## src/rtl/turf_reg_pkg.sv

```systemverilog
// Shared types and constants for the TURF-side register link responder.
package turf_reg_pkg;

  typedef enum logic [2:0] {
    ST_IDLE,
    ST_WR_DATA,
    ST_WR_COMMIT,
    ST_RD_ISSUE,
    ST_RD_TURN,
    ST_RD_DATA,
    ST_HOLD
  } state_t;

  localparam int BYTES_PER_WORD = 4;
  localparam int RD_TURN_CYCLES = 1;

  localparam int HDR_BANK_MSB = 7;
  localparam int HDR_BANK_LSB = 6;
  localparam int HDR_ADDR_MSB = 5;
  localparam int HDR_ADDR_LSB = 0;

  function automatic logic [7:0] hdr_to_addr(input logic [7:0] hdr);
    return {hdr[HDR_BANK_MSB:HDR_BANK_LSB], hdr[HDR_ADDR_MSB:HDR_ADDR_LSB]};
  endfunction

endpackage

```

## src/rtl/turf_word_shifter.sv

```systemverilog
// 4-byte word shifter: deserializes write bytes LSB first and serializes read
// words LSB first, with a 2-bit byte index shared by both directions.
module turf_word_shifter
  import turf_reg_pkg::*;
(
  input  logic        clk_i,
  input  logic        rst_n_i,
  input  logic        clr,
  input  logic        load,
  input  logic        shift,
  input  logic [7:0]  din,
  input  logic [31:0] load_word,
  output logic [7:0]  byte_o,
  output logic [31:0] shifted_o,
  output logic [1:0]  idx_o
);

  logic [8*BYTES_PER_WORD-1:0] word;

  // New bytes enter at the top so the first byte ends up in the LSB.
  assign shifted_o = {din, word[31:8]};
  assign byte_o    = word[7:0];

  always_ff @(posedge clk_i or negedge rst_n_i) begin
    if (!rst_n_i) begin
      word  <= '0;
      idx_o <= '0;
    end else if (load) begin
      word  <= load_word;
      idx_o <= '0;
    end else if (shift) begin
      word  <= shifted_o;
      idx_o <= idx_o + 2'd1;
    end else if (clr) begin
      idx_o <= '0;
    end
  end

endmodule

```

## src/rtl/turf_register_responder.sv

```systemverilog
// TURF-side responder of the byte-serial register link: decodes nCS-framed
// header/data bytes into single-cycle strobes on a local 32-bit register port.
//
// state        | meaning
// ST_IDLE      | waiting for a frame; header sampled on first ncs_i=0 cycle
// ST_WR_DATA   | collecting four write bytes, LSB first
// ST_WR_COMMIT | reg_wr_o high, full word on reg_dat_o
// ST_RD_ISSUE  | reg_rd_o high
// ST_RD_TURN   | bus turnaround, read data captured at the end
// ST_RD_DATA   | driving four read bytes, LSB first
// ST_HOLD      | frame done, waiting for ncs_i=1
module turf_register_responder
  import turf_reg_pkg::*;
#(
  parameter int CNT_WIDTH = 8
) (
  input  logic                 clk_i,
  input  logic                 rst_n_i,
  input  logic                 ncs_i,
  input  logic                 wnr_i,
  input  logic [7:0]           dio_i,
  output logic [7:0]           dio_o,
  output logic                 dio_oe_o,
  output logic [7:0]           reg_addr_o,
  output logic [31:0]          reg_dat_o,
  output logic                 reg_wr_o,
  output logic                 reg_rd_o,
  input  logic [31:0]          reg_dat_i,
  output logic [CNT_WIDTH-1:0] abort_cnt_o
);

  localparam logic [1:0] LAST_IDX  = 2'(BYTES_PER_WORD - 1);
  localparam logic [1:0] TURN_LOAD = 2'(RD_TURN_CYCLES - 1);

  state_t      state, state_nxt;
  logic [1:0]  turn_cnt;
  logic [1:0]  idx;
  logic [31:0] shifted;
  logic        sh_clr, sh_load, sh_shift;
  logic        addr_ld, wr_set, rd_set, turn_ld, abort, oe_nxt;

  turf_word_shifter u_shifter (
    .clk_i     (clk_i),
    .rst_n_i   (rst_n_i),
    .clr       (sh_clr),
    .load      (sh_load),
    .shift     (sh_shift),
    .din       (dio_i),
    .load_word (reg_dat_i),
    .byte_o    (dio_o),
    .shifted_o (shifted),
    .idx_o     (idx)
  );

  always_ff @(posedge clk_i or negedge rst_n_i) begin
    if (!rst_n_i) state <= ST_IDLE;
    else          state <= state_nxt;
  end

  always_comb begin
    state_nxt = state;
    sh_clr    = 1'b0;
    sh_load   = 1'b0;
    sh_shift  = 1'b0;
    addr_ld   = 1'b0;
    wr_set    = 1'b0;
    rd_set    = 1'b0;
    turn_ld   = 1'b0;
    abort     = 1'b0;
    oe_nxt    = dio_oe_o;
    case (state)
      ST_IDLE: begin
        if (!ncs_i) begin
          addr_ld   = 1'b1;
          sh_clr    = 1'b1;
          rd_set    = !wnr_i;
          state_nxt = wnr_i ? ST_WR_DATA : ST_RD_ISSUE;
        end
      end
      ST_WR_DATA: begin
        if (ncs_i) begin
          abort     = 1'b1;
          state_nxt = ST_IDLE;
        end else begin
          sh_shift = 1'b1;
          if (idx == LAST_IDX) begin
            wr_set    = 1'b1;
            state_nxt = ST_WR_COMMIT;
          end
        end
      end
      // The strobe is already out; a frame ending here is complete, not aborted.
      ST_WR_COMMIT: state_nxt = ncs_i ? ST_IDLE : ST_HOLD;
      ST_RD_ISSUE: begin
        if (ncs_i) begin
          abort     = 1'b1;
          state_nxt = ST_IDLE;
        end else begin
          turn_ld   = 1'b1;
          state_nxt = ST_RD_TURN;
        end
      end
      ST_RD_TURN: begin
        if (ncs_i) begin
          abort     = 1'b1;
          state_nxt = ST_IDLE;
        end else if (turn_cnt == '0) begin
          sh_load   = 1'b1;
          oe_nxt    = 1'b1;
          state_nxt = ST_RD_DATA;
        end
      end
      ST_RD_DATA: begin
        if (ncs_i) begin
          abort     = 1'b1;
          state_nxt = ST_IDLE;
        end else if (idx == LAST_IDX) begin
          oe_nxt    = 1'b0;
          state_nxt = ST_HOLD;
        end else begin
          sh_shift = 1'b1;
        end
      end
      ST_HOLD: if (ncs_i) state_nxt = ST_IDLE;
      default: state_nxt = ST_IDLE;
    endcase
    if (abort) oe_nxt = 1'b0;
  end

  always_ff @(posedge clk_i or negedge rst_n_i) begin
    if (!rst_n_i) begin
      turn_cnt    <= '0;
      dio_oe_o    <= 1'b0;
      reg_addr_o  <= '0;
      reg_dat_o   <= '0;
      reg_wr_o    <= 1'b0;
      reg_rd_o    <= 1'b0;
      abort_cnt_o <= '0;
    end else begin
      reg_wr_o <= wr_set;
      reg_rd_o <= rd_set;
      dio_oe_o <= oe_nxt;
      if (turn_ld)                               turn_cnt <= TURN_LOAD;
      else if (state == ST_RD_TURN && turn_cnt != '0) turn_cnt <= turn_cnt - 2'd1;
      if (addr_ld) reg_addr_o <= hdr_to_addr(dio_i);
      if (wr_set)  reg_dat_o  <= shifted;
      if (abort && abort_cnt_o != {CNT_WIDTH{1'b1}})
        abort_cnt_o <= abort_cnt_o + CNT_WIDTH'(1);
    end
  end

endmodule

```

## config.mk

```make
export PLATFORM = sky130hd
export DESIGN_NAME = turf_register_responder
export DESIGN_NICKNAME = d
export VERILOG_FILES = /design/src/rtl/turf_reg_pkg.sv /design/src/rtl/turf_word_shifter.sv /design/src/rtl/turf_register_responder.sv
export SDC_FILE = /design/constraint.sdc
export NUM_CORES = 1
export LEC_CHECK = 0
export ABC_CLOCK_PERIOD_IN_PS = 4700
export CORE_MARGIN = 3
export CORE_UTILIZATION = 40
export DETAILED_ROUTE_END_ITERATION = 8
export GPL_TIMING_DRIVEN = 1
export PLACE_DENSITY_LB_ADDON = 0.12
export SETUP_SLACK_MARGIN = 0.05
export SYNTH_ARGS = -nofsm -noshare
export SYNTH_HDL_FRONTEND = slang
export SYNTH_SLANG_ARGS = --single-unit
```

## constraint.sdc

```tcl
create_clock -name clk_i -period 4.7 [get_ports clk_i]
set_input_delay 0.705 -clock clk_i [delete_from_list [all_inputs] [get_ports clk_i]]
set_output_delay 0.705 -clock clk_i [all_outputs]
set_load 0.02 [all_outputs]
```

==> results.yml, run 1 <==
timing:
  worst_pin_slew_ns: 1.12
  final.setup.worst_slack_ns: 1.89
  slew-limit-headroom: 0.253
  maxSlewViolCount: 0
  fmax_mhz: 356
  hold_viol: 0
  clock_skew_ns: 0.0120
  finalCritPeriodShare: 0.598
  tns_ns: 0
  setup_viol: 0
  rsz0062_at_grt: "false"
  fin_hold_ws_ns: 0.359
  min_period_ns: 2.81
setup_path:
  cp_top_family: "simple AND/OR/NAND/NOR gates"
  critPathLaunchType: "input port"
  path_class: "input port to flip-flop"
  path_max_fanout: 33
  critPathBufInv: 1
  crit_path_max_incr_delay_ns: 1.25
  r2r_slack_ns: 2.31
  crit_required_ns: 4.93
  cp_slowest_cell: "or4_2"
  arrival_ns: 3.04
  crit_chain: "clkdlybuf4s50_1 > or4_2 > mux2_4"
  crit_path_end_kind: "flip-flop"
drt:
  drtIter0Drc: 89
  drc_errors: 0
  vias: 2718
  ant_nets: 0
  wl_per_cell_um: 16.0
  dr.pass1.iters: 5
  wl_um: 8780
  vias_per_cell: 4.95
cts:
  clk_pin_slew_ns: 0.09
  cts_buffers: 9
  cts_hold_buf: 0
  clk_latency_ns: 0.35
  clockBufferDepth: 2
  cts_sinks: 90
  htreeDepth: 3
  cts-resized-gates: 0
  root_buffer: "clkbuf_8"
  post-cts-setup-buffers: 0
  cts_tree: "built"
pwr:
  power_mw: 3.06
  p_leak_nw: 2.42
  power.density_nw_per_um2: 594
  ir_drop_mv: 0.241
logic_synthesis:
  yosys_warnings: 0
  synth.net_count: 365
  ys.flop_type: "dfrtp_1"
  ys_ff_latch: 90
  ys_seq_area_frac: 0.580
  netlist_instances: 318
  syn_area_per_cell_um2: 12.2
  synthArstFlopShare: 1.00
  yosys.cell_types.count: 37
  synth-edff-count: 0
  syn-cell-area_um2: 3880
placed_design:
  place_area_um2: 4960
  gp_congestion: 0.768
  post-dp-hpwl_um: 5740
  port_buffers: 102
  place_ws_ns: 1.53
die:
  ios: 103
  rows: 35
  die_h_um: 105
  core_area_um2: 9330
  die_w_um: 105
  dieArea_um2: 10900
  start_util: 0.416
global_route:
  use_met1: 0.237
  grt_pass1_wl_um: 14500
  grt_overflow_total: 0
  grt.met2_usage: 0.245
  grt_use_total: 0.164
  busiest_layer: "met2"
  grt_antenna_before_repair: 0
  grt_start_max_net_pins: 49
  grt_pass1_vias: 2747
  use_met3: 0.0377
finish:
  areaGrowthSynthToFinish_pct: 32.6
  n_antenna_cell: 0
  post-route-cell-area_um2: 5150
  fin_nets: 462
  drive_gt1_frac: 0.155
  fill_cells: 820
job:
  max-cap-violations: 0
hold_path:
  hold_class: "input port to asynchronous set/reset pin"
run_status:
  status: "finished, final reports clean"
-- power breakdown --
group	total [mW]	internal [mW]	switching, mW
Combinational	1.23	0.666	0.562
Sequential	1.34	1.09	0.243
Clock	0.496	0.212	0.284
-- cells by family (layout without fill, tap and decap cells) --
| family | count (synthesis) | count (layout) | share of synthesized area |
|---|---|---|---|
| XOR/XNOR | 7 | 7 | 0.0158 |
| AO/OA/AOI/OAI | 47 | 47 | 0.0886 |
| AND/OR/NAND/NOR | 106 | 106 | 0.121 |
| multiplexers | 41 | 41 | 0.147 |
| flip-flops | 90 | 90 | 0.580 |
| buffers and inverters | 24 | 126 | 0.0380 |
| adder cells (fa/ha/maj) | 3 | 3 | 0.00966 |
-- cell usage after synthesis (2+ instances only) --
cell type | number | area, um^2
clkbuf_1 | 5 | 18.8
nand4_1 | 3 | 18.8
nor3_1 | 2 | 10.0
o21ai_0 | 4 | 20.0
xnor2_1 | 4 | 35.0
nand2b_1 | 4 | 25.0
and2_1 | 3 | 18.8
nand3_1 | 5 | 25.0
xor2_1 | 3 | 26.3
a21oi_1 | 4 | 20.0
mux2_2 | 11 | 124
mux2_4 | 29 | 435
buf_6 | 5 | 56.3
buf_2 | 7 | 35.0
dfrtp_1 | 90 | 2250
a22oi_1 | 32 | 240
nand2_1 | 72 | 270
ha_1 | 3 | 37.5
buf_4 | 3 | 22.5
inv_1 | 4 | 15.0
nor2_1 | 9 | 33.8
-- state kept, by name, summed over array words and instances, names as in the netlist --
| name | flops |
|---|---|
| abort_cnt_o | 8 |
| dio_oe_o | 1 |
| reg_addr_o | 8 |
| reg_dat_o | 32 |
| reg_rd_o | 1 |
| reg_wr_o | 1 |
| state | 3 |
| turn_cnt | 2 |
| u_shifter.idx_o | 2 |
| u_shifter.word | 32 |
-- final timing paths --
check	start	end	cells past startpoint
max in group asynchronous	rst_n_i	u_shifter.word[21]	2
max reg2reg	state[0]	reg_dat_o[30]	3
max	ncs_i	reg_dat_o[30]	3
min reg2reg	u_shifter.word[1]	u_shifter.word[1]	2
min in group clk_i	u_shifter.word[1]	u_shifter.word[1]	2
min	rst_n_i	u_shifter.word[7]	1
-- cells in the final DEF, fill, tap and decap left out, types with 2 or more instances in the layout --
cell	Yosys	layout
a21oi_1	4	4
clkdlybuf4s50_1	0	101
o21ai_0	4	4
nand3_1	5	5
nand4_1	3	3
buf_4	3	5
nand2b_1	4	4
inv_1	4	4
xnor2_1	4	4
mux2_2	11	11
clkinv_4	0	4
and2_1	3	3
clkbuf_8	0	10
nand2_1	72	72
a22oi_1	32	32
xor2_1	3	3
ha_1	3	3
nor3_1	2	2
mux2_4	29	29
nor2_1	9	9
dfrtp_1	90	90
-- metrics by stage --
stage / instances / utilization
floorplan: 318 / -
finish: 549 / 0.552
CTS: 549 / 0.552
detailed placement: 533 / 0.532
global placement: 533 / 0.532
global route: 549 / 0.552
-- area by class of cell --
type	instances	area, um^2	share of cell area
sequential	90	2250	0.437
clock inverter	6	51.3	0.00996
tap	129	161	0.0313
multi-input combinational	204	1490	0.288
inverter	4	15.0	0.00291
clock buffer	10	138	0.0267
timing repair buffer	106	1050	0.203
-- layer usage --
metal | routed length [um] | vias up
met2 | 3930 | 74
met4 | 84 | 0
met5 | 0 | -
li1 | - | 1295
met3 | 481 | 8
met1 | 4280 | 1341
(Power assumes the default switching activity.)
==> run 2, diff against run 1 <==
--- a/config.mk
+++ b/config.mk
@@ -5,7 +5,7 @@
 export SDC_FILE = /design/constraint.sdc
 export NUM_CORES = 1
 export LEC_CHECK = 0
-export ABC_CLOCK_PERIOD_IN_PS = 4700
+export ABC_CLOCK_PERIOD_IN_PS = 2750
 export CORE_MARGIN = 3
 export CORE_UTILIZATION = 40
 export DETAILED_ROUTE_END_ITERATION = 8
==> constraint.sdc (replaced) <==
create_clock -name clk_i -period 2.75 [get_ports clk_i]
set_input_delay 0.4125 -clock clk_i [delete_from_list [all_inputs] [get_ports clk_i]]
set_output_delay 0.4125 -clock clk_i [all_outputs]
set_load 0.02 [all_outputs]
==> results.yml, run 2 (same netlist as run 1, synthesis figures left out) <==
run_status:
  status: "finished, final reports clean"
setup_path:
  arrival_ns: 2.35
  crit_required_ns: 2.98
  crit_chain: "ha_1 > nand2_1 > or4_2 > buf_4 > mux2_4"
  cp_top_family: "simple AND/OR/NAND/NOR gates"
  worstReg2RegEnd: "reg_dat_o[21]"
  critPathLaunchType: "flip-flop"
  cp_num_cells: 5
  cp_slowest_cell: "or4_2"
  crit_path_max_incr_delay_ns: 0.56
  path_max_fanout: 33
  crit_path_end_kind: "flip-flop"
  r2r_cells: 5
  critPathBufInv: 1
  r2r_slack_ns: 0.64
  path_class: "flip-flop to flip-flop"
  r2r-start: "u_shifter.idx_o[0]"
placed_design:
  place_ws_ns: 0.345
  gp_congestion: 0.769
  post-dp-hpwl_um: 5950
  port_buffers: 102
finish:
  areaGrowthSynthToFinish_pct: 35.2
  final_common_cell: "clkdlybuf4s50_1"
  fin_nets: 467
  mostFrequentLayoutCells: "101 x clkdlybuf4s50_1, 90 x dfrtp_1, 72 x nand2_1"
  reg_top3: "reg_dat_o (32), u_shifter.word (32)"
  drive_gt1_frac: 0.165
  n_antenna_cell: 0
timing:
  finalCritPeriodShare: 0.768
  maxSlewViolCount: 0
  hold_viol: 0
  rsz0062_at_grt: "false"
  worst_pin_slew_ns: 0.774
  clock_skew_ns: 0.00927
  fmax_mhz: 473
  slew-limit-headroom: 0.484
  final.setup.worst_slack_ns: 0.637
  setup_viol: 0
  min_period_ns: 2.11
  tns_ns: 0
cts:
  htreeDepth: 3
  cts_sinks: 90
  clk_pin_slew_ns: 0.09
  cts-resized-gates: 0
  cts_tree: "built"
  root_buffer: "clkbuf_8"
  post-cts-setup-buffers: 0
  cts_hold_buf: 0
  cts_buffers: 9
  clockBufferDepth: 2
  clk_latency_ns: 0.35
global_route:
  grt_overflow_total: 0
  grt_use_total: 0.166
  grt_start_max_net_pins: 61
  grt_pass1_wl_um: 14600
  grt_pass1_vias: 2744
  grt_antenna_before_repair: 0
die:
  rows: 35
  ios: 103
  dieArea_um2: 10900
  die_w_um: 105
  start_util: 0.416
  core_area_um2: 9330
  die_h_um: 105
drt:
  vias_per_cell: 4.92
  wl_per_cell_um: 15.8
  drtIter0Drc: 104
  ant_nets: 0
  drc_errors: 0
  vias: 2725
  wl_um: 8770
  dr.pass1.iters: 4
pwr:
  ir_drop_mv: 0.404
  power.density_nw_per_um2: 1040
  power_mw: 5.48
  p_leak_nw: 2.47
hold_path:
  hold_class: "input port to asynchronous set/reset pin"
job:
  max-cap-violations: 0
run 2: per-layer routing:
| layer | vias to the layer above | track usage | share of wire |
|---|---|---|---|
| met5 | - | 0 | 0 |
| met4 | 0 | 0.0541 | 0.014 |
| met3 | 9 | 0.0401 | 0.054 |
| met2 | 78 | 0.250 | 0.45 |
| met1 | 1333 | 0.236 | 0.49 |
| li1 | 1305 | - | - |
run 2: worst max-delay path by stage:
stage | end | from
2_1_floorplan | reg_dat_o[10] | u_shifter.idx_o[0]
3_3_place_gp | reg_dat_o[11] | ncs_i
3_5_place_dp | reg_dat_o[11] | ncs_i
4_1_cts | reg_dat_o[21] | u_shifter.idx_o[0]
5_1_grt | u_shifter.word[24] | turn_cnt[0]
6_report | reg_dat_o[21] | u_shifter.idx_o[0]
run 2: area by class of cell:
type                       instances  area (um^2)
fill                             825         4080
sequential                        90         2250
multi-input combinational        204         1490
timing repair buffer             111         1090
tap                              129          161
clock buffer                      10          138
clock inverter                     6          114
inverter                           4         15.0
run 2: report_power, final:
group	switching, mW	internal [mW]
logic	0.960	1.15
registers	0.411	1.87
clock network	0.465	0.630
run 2: worst register-to-register path: stages (launching register included):
cell and delay, ns:
dfrtp_1 0.38, ha_1 0.22, nand2_1 0.11, or4_2 0.56, buf_4 0.35, mux2_4 0.39
run 2: per-stage QoR:
| step | cell area [um^2] | cells | util | hold WS, ns |
|---|---|---|---|---|
| 2_1_floorplan | 3880 | 318 | - | 0.117 |
| 3_5_place_dp | 5000 | 538 | 0.536 | 0.463 |
| 6_report | 5250 | 554 | 0.563 | 0.124 |
| 3_3_place_gp | 5000 | 538 | 0.536 | 0.459 |
| 5_1_grt | 5250 | 554 | 0.563 | 0.176 |
| 4_1_cts | 5250 | 554 | 0.563 | 0.161 |
==> run 3, diff against run 2 <==
--- a/config.mk
+++ b/config.mk
@@ -5,7 +5,7 @@
 export SDC_FILE = /design/constraint.sdc
 export NUM_CORES = 1
 export LEC_CHECK = 0
-export ABC_CLOCK_PERIOD_IN_PS = 2750
+export ABC_CLOCK_PERIOD_IN_PS = 1700
 export CORE_MARGIN = 3
 export CORE_UTILIZATION = 40
 export DETAILED_ROUTE_END_ITERATION = 8
==> constraint.sdc (replaced) <==
create_clock -name clk_i -period 1.7 [get_ports clk_i]
set_input_delay 0.255 -clock clk_i [delete_from_list [all_inputs] [get_ports clk_i]]
set_output_delay 0.255 -clock clk_i [all_outputs]
set_load 0.02 [all_outputs]
==> results.yml, run 3 (same netlist as run 1, synthesis figures left out) <==
pwr:
  p_leak_nw: 3.00
  ir_drop_mv: 0.645
  combPwrFrac: 0.416
  power.density_nw_per_um2: 1500
  intPower_mw: 5.48
  clockPowerShare: 0.154
  power.share.sequential: 0.431
  switching_power_mw: 3.05
  power_switching_share: 0.358
global_route:
  grt_pass1_wl_um: 15700
  grt_start_max_net_pins: 40
  grt_use_total: 0.182
  grt_pass1_vias: 2922
  grt_antenna_before_repair: 0
  grt_overflow_total: 0
job:
  max-cap-violations: 0
cts:
  cts_buffers: 9
  clockBufferDepth: 2
  root_buffer: "clkbuf_8"
  cts_tree: "built"
  clk_pin_slew_ns: 0.10
  htreeDepth: 3
  cts_sinks: 90
  clk_latency_ns: 0.36
timing:
  min_period_ns: 1.80
  tns_ns: -2.67
  maxSlewViolCount: 0
  rsz0062_at_grt: "true"
  final.setup.worst_slack_ns: -0.103
  fmax_mhz: 555
  slew-limit-headroom: 0.743
  fin_hold_ws_ns: 0.352
  hold_viol: 0
  setup_viol: 32
  finalCritPeriodShare: 1.06
  worst_pin_slew_ns: 0.383
  clock_skew_ns: 0.0111
drt:
  vias_per_cell: 4.87
  ant_nets: 0
  wl_per_cell_um: 16.5
  drtIter0Drc: 117
  vias: 2828
  wl_um: 9600
  dr.pass1.iters: 5
  drc_errors: 0
finish:
  instances_no_fill: 581
  final-seq-area_um2: 2250
  drive_gt1_frac: 0.232
  mostFrequentLayoutCells: "90 x dfrtp_1, 73 x clkdlybuf4s50_1, 71 x nand2_1"
  final_common_cell: "dfrtp_1"
  n_antenna_cell: 0
  areaGrowthSynthToFinish_pct: 46.0
  fill_cells: 782
  reg_top3: "reg_dat_o (32), u_shifter.word (32)"
  fin_nets: 494
  multi_input_area_um2: 1530
  post-route-cell-area_um2: 5670
setup_path:
  cp_slowest_cell: "or4_4"
  cp_common_cell: "buf_12"
  path_max_fanout: 7
  path_class: "flip-flop to flip-flop"
  crit_path_end_kind: "flip-flop"
  critPathLaunchType: "flip-flop"
  arrival_ns: 2.04
  crit_path_max_incr_delay_ns: 0.46
  crit_required_ns: 1.94
  crit_chain: "ha_2 > nand2_2 > or4_4 > buf_12 > buf_12 > mux2_4"
placed_design:
  post-dp-hpwl_um: 6290
  port_buffers: 102
  dpl.cell_count: 551
  place_ws_ns: -0.381
  place_area_um2: 5160
  gp_congestion: 0.780
run_status:
  status: "complete, but fails checks"
  violations: "setup timing"
die:
  dieArea_um2: 10900
  start_util: 0.416
  die_w_um: 105
  rows: 35
  die_h_um: 105
  ios: 103
  core_area_um2: 9330
hold_path:
  hold_class: "input port to asynchronous set/reset pin"
==> run 3: changes by cell type in the layout (fill, tap and decap cells not counted), sizes merged <==
cell / delta
clkdlybuf4s50: -28
dlymetal6s2s: +22
dlygate4sd3: +1
clkinv: +2
buf: +24
or4: +1
bufinv: -3
clkinvlp: +1
dlygate4sd2: +6
inv: +1
==> run 3: what timing repair did <==
item	in CTS	in global routing
hold endpoints to repair	23	0
cloned	5	1
gates resized for setup	19	29
endpoints found under the setup margin	41	89
pin swaps	1	1
hold buffers	1	0
setup buffers	3	4
==> run 3: metrics by stage <==
stage	power (mW)	utilization
final	8.53	0.608
after global routing	9.08	0.608
after CTS	8.60	0.594
after detailed placement	7.26	0.554
after global placement	7.18	0.554
after floorplan	5.51	-
==> run 3: worst paths after layout <==
path | startpoint | to | slack, ns | cells after the start
worst max-delay path | u_shifter.idx_o[0] | reg_dat_o[14] | -0.10 | 6
worst min-delay path | rst_n_i | reg_dat_o[3] | 0.35 | 2
worst max register to register | u_shifter.idx_o[0] | reg_dat_o[14] | -0.10 | 6
worst min register to register | u_shifter.word[1] | u_shifter.word[1] | 0.48 | 2
max in group asynchronous | rst_n_i | turn_cnt[0] | 0.83 | 3
min in group clk_i | wnr_i | reg_rd_o | 0.47 | 2
==> run 3: critical path: cells and delay by family (launching register included) <==
| kind | cells | cell delay, ns |
|---|---|---|
| adder cells (fa/ha/maj) | 1 | 0.19 |
| buffers and inverters | 2 | 0.32 |
| flip-flops | 1 | 0.37 |
| multiplexers | 1 | 0.29 |
| AND/OR/NAND/NOR | 2 | 0.52 |
==> run 3: final cells by class <==
cell class / instances / area share
multi-input combinational: 205 / 0.270
sequential: 90 / 0.397
clock buffer: 9 / 0.0218
inverter: 4 / 0.00265
tap: 129 / 0.0285
clock inverter: 7 / 0.00948
timing repair buffer: 137 / 0.270
==> run 3: power groups by stage <==
stage                     clock (mW)  sequential (mW)  combinational, mW
after floorplan                    0             4.28               1.23
after global placement             0             3.70               3.48
after detailed placement           0             3.71               3.55
after CTS                       1.35             3.69               3.57
after global routing            1.46             3.81               3.81
final                           1.31             3.68               3.54
==> run 3: layer usage <==
layer | GRT usage | vias up | routed length [um]
met4 | 0.0437 | 0 | 89
met1 | 0.263 | 1382 | 4600
met5 | 0 | - | 0
met3 | 0.0506 | 7 | 482
met2 | 0.270 | 76 | 4430
li1 | - | 1363 | -
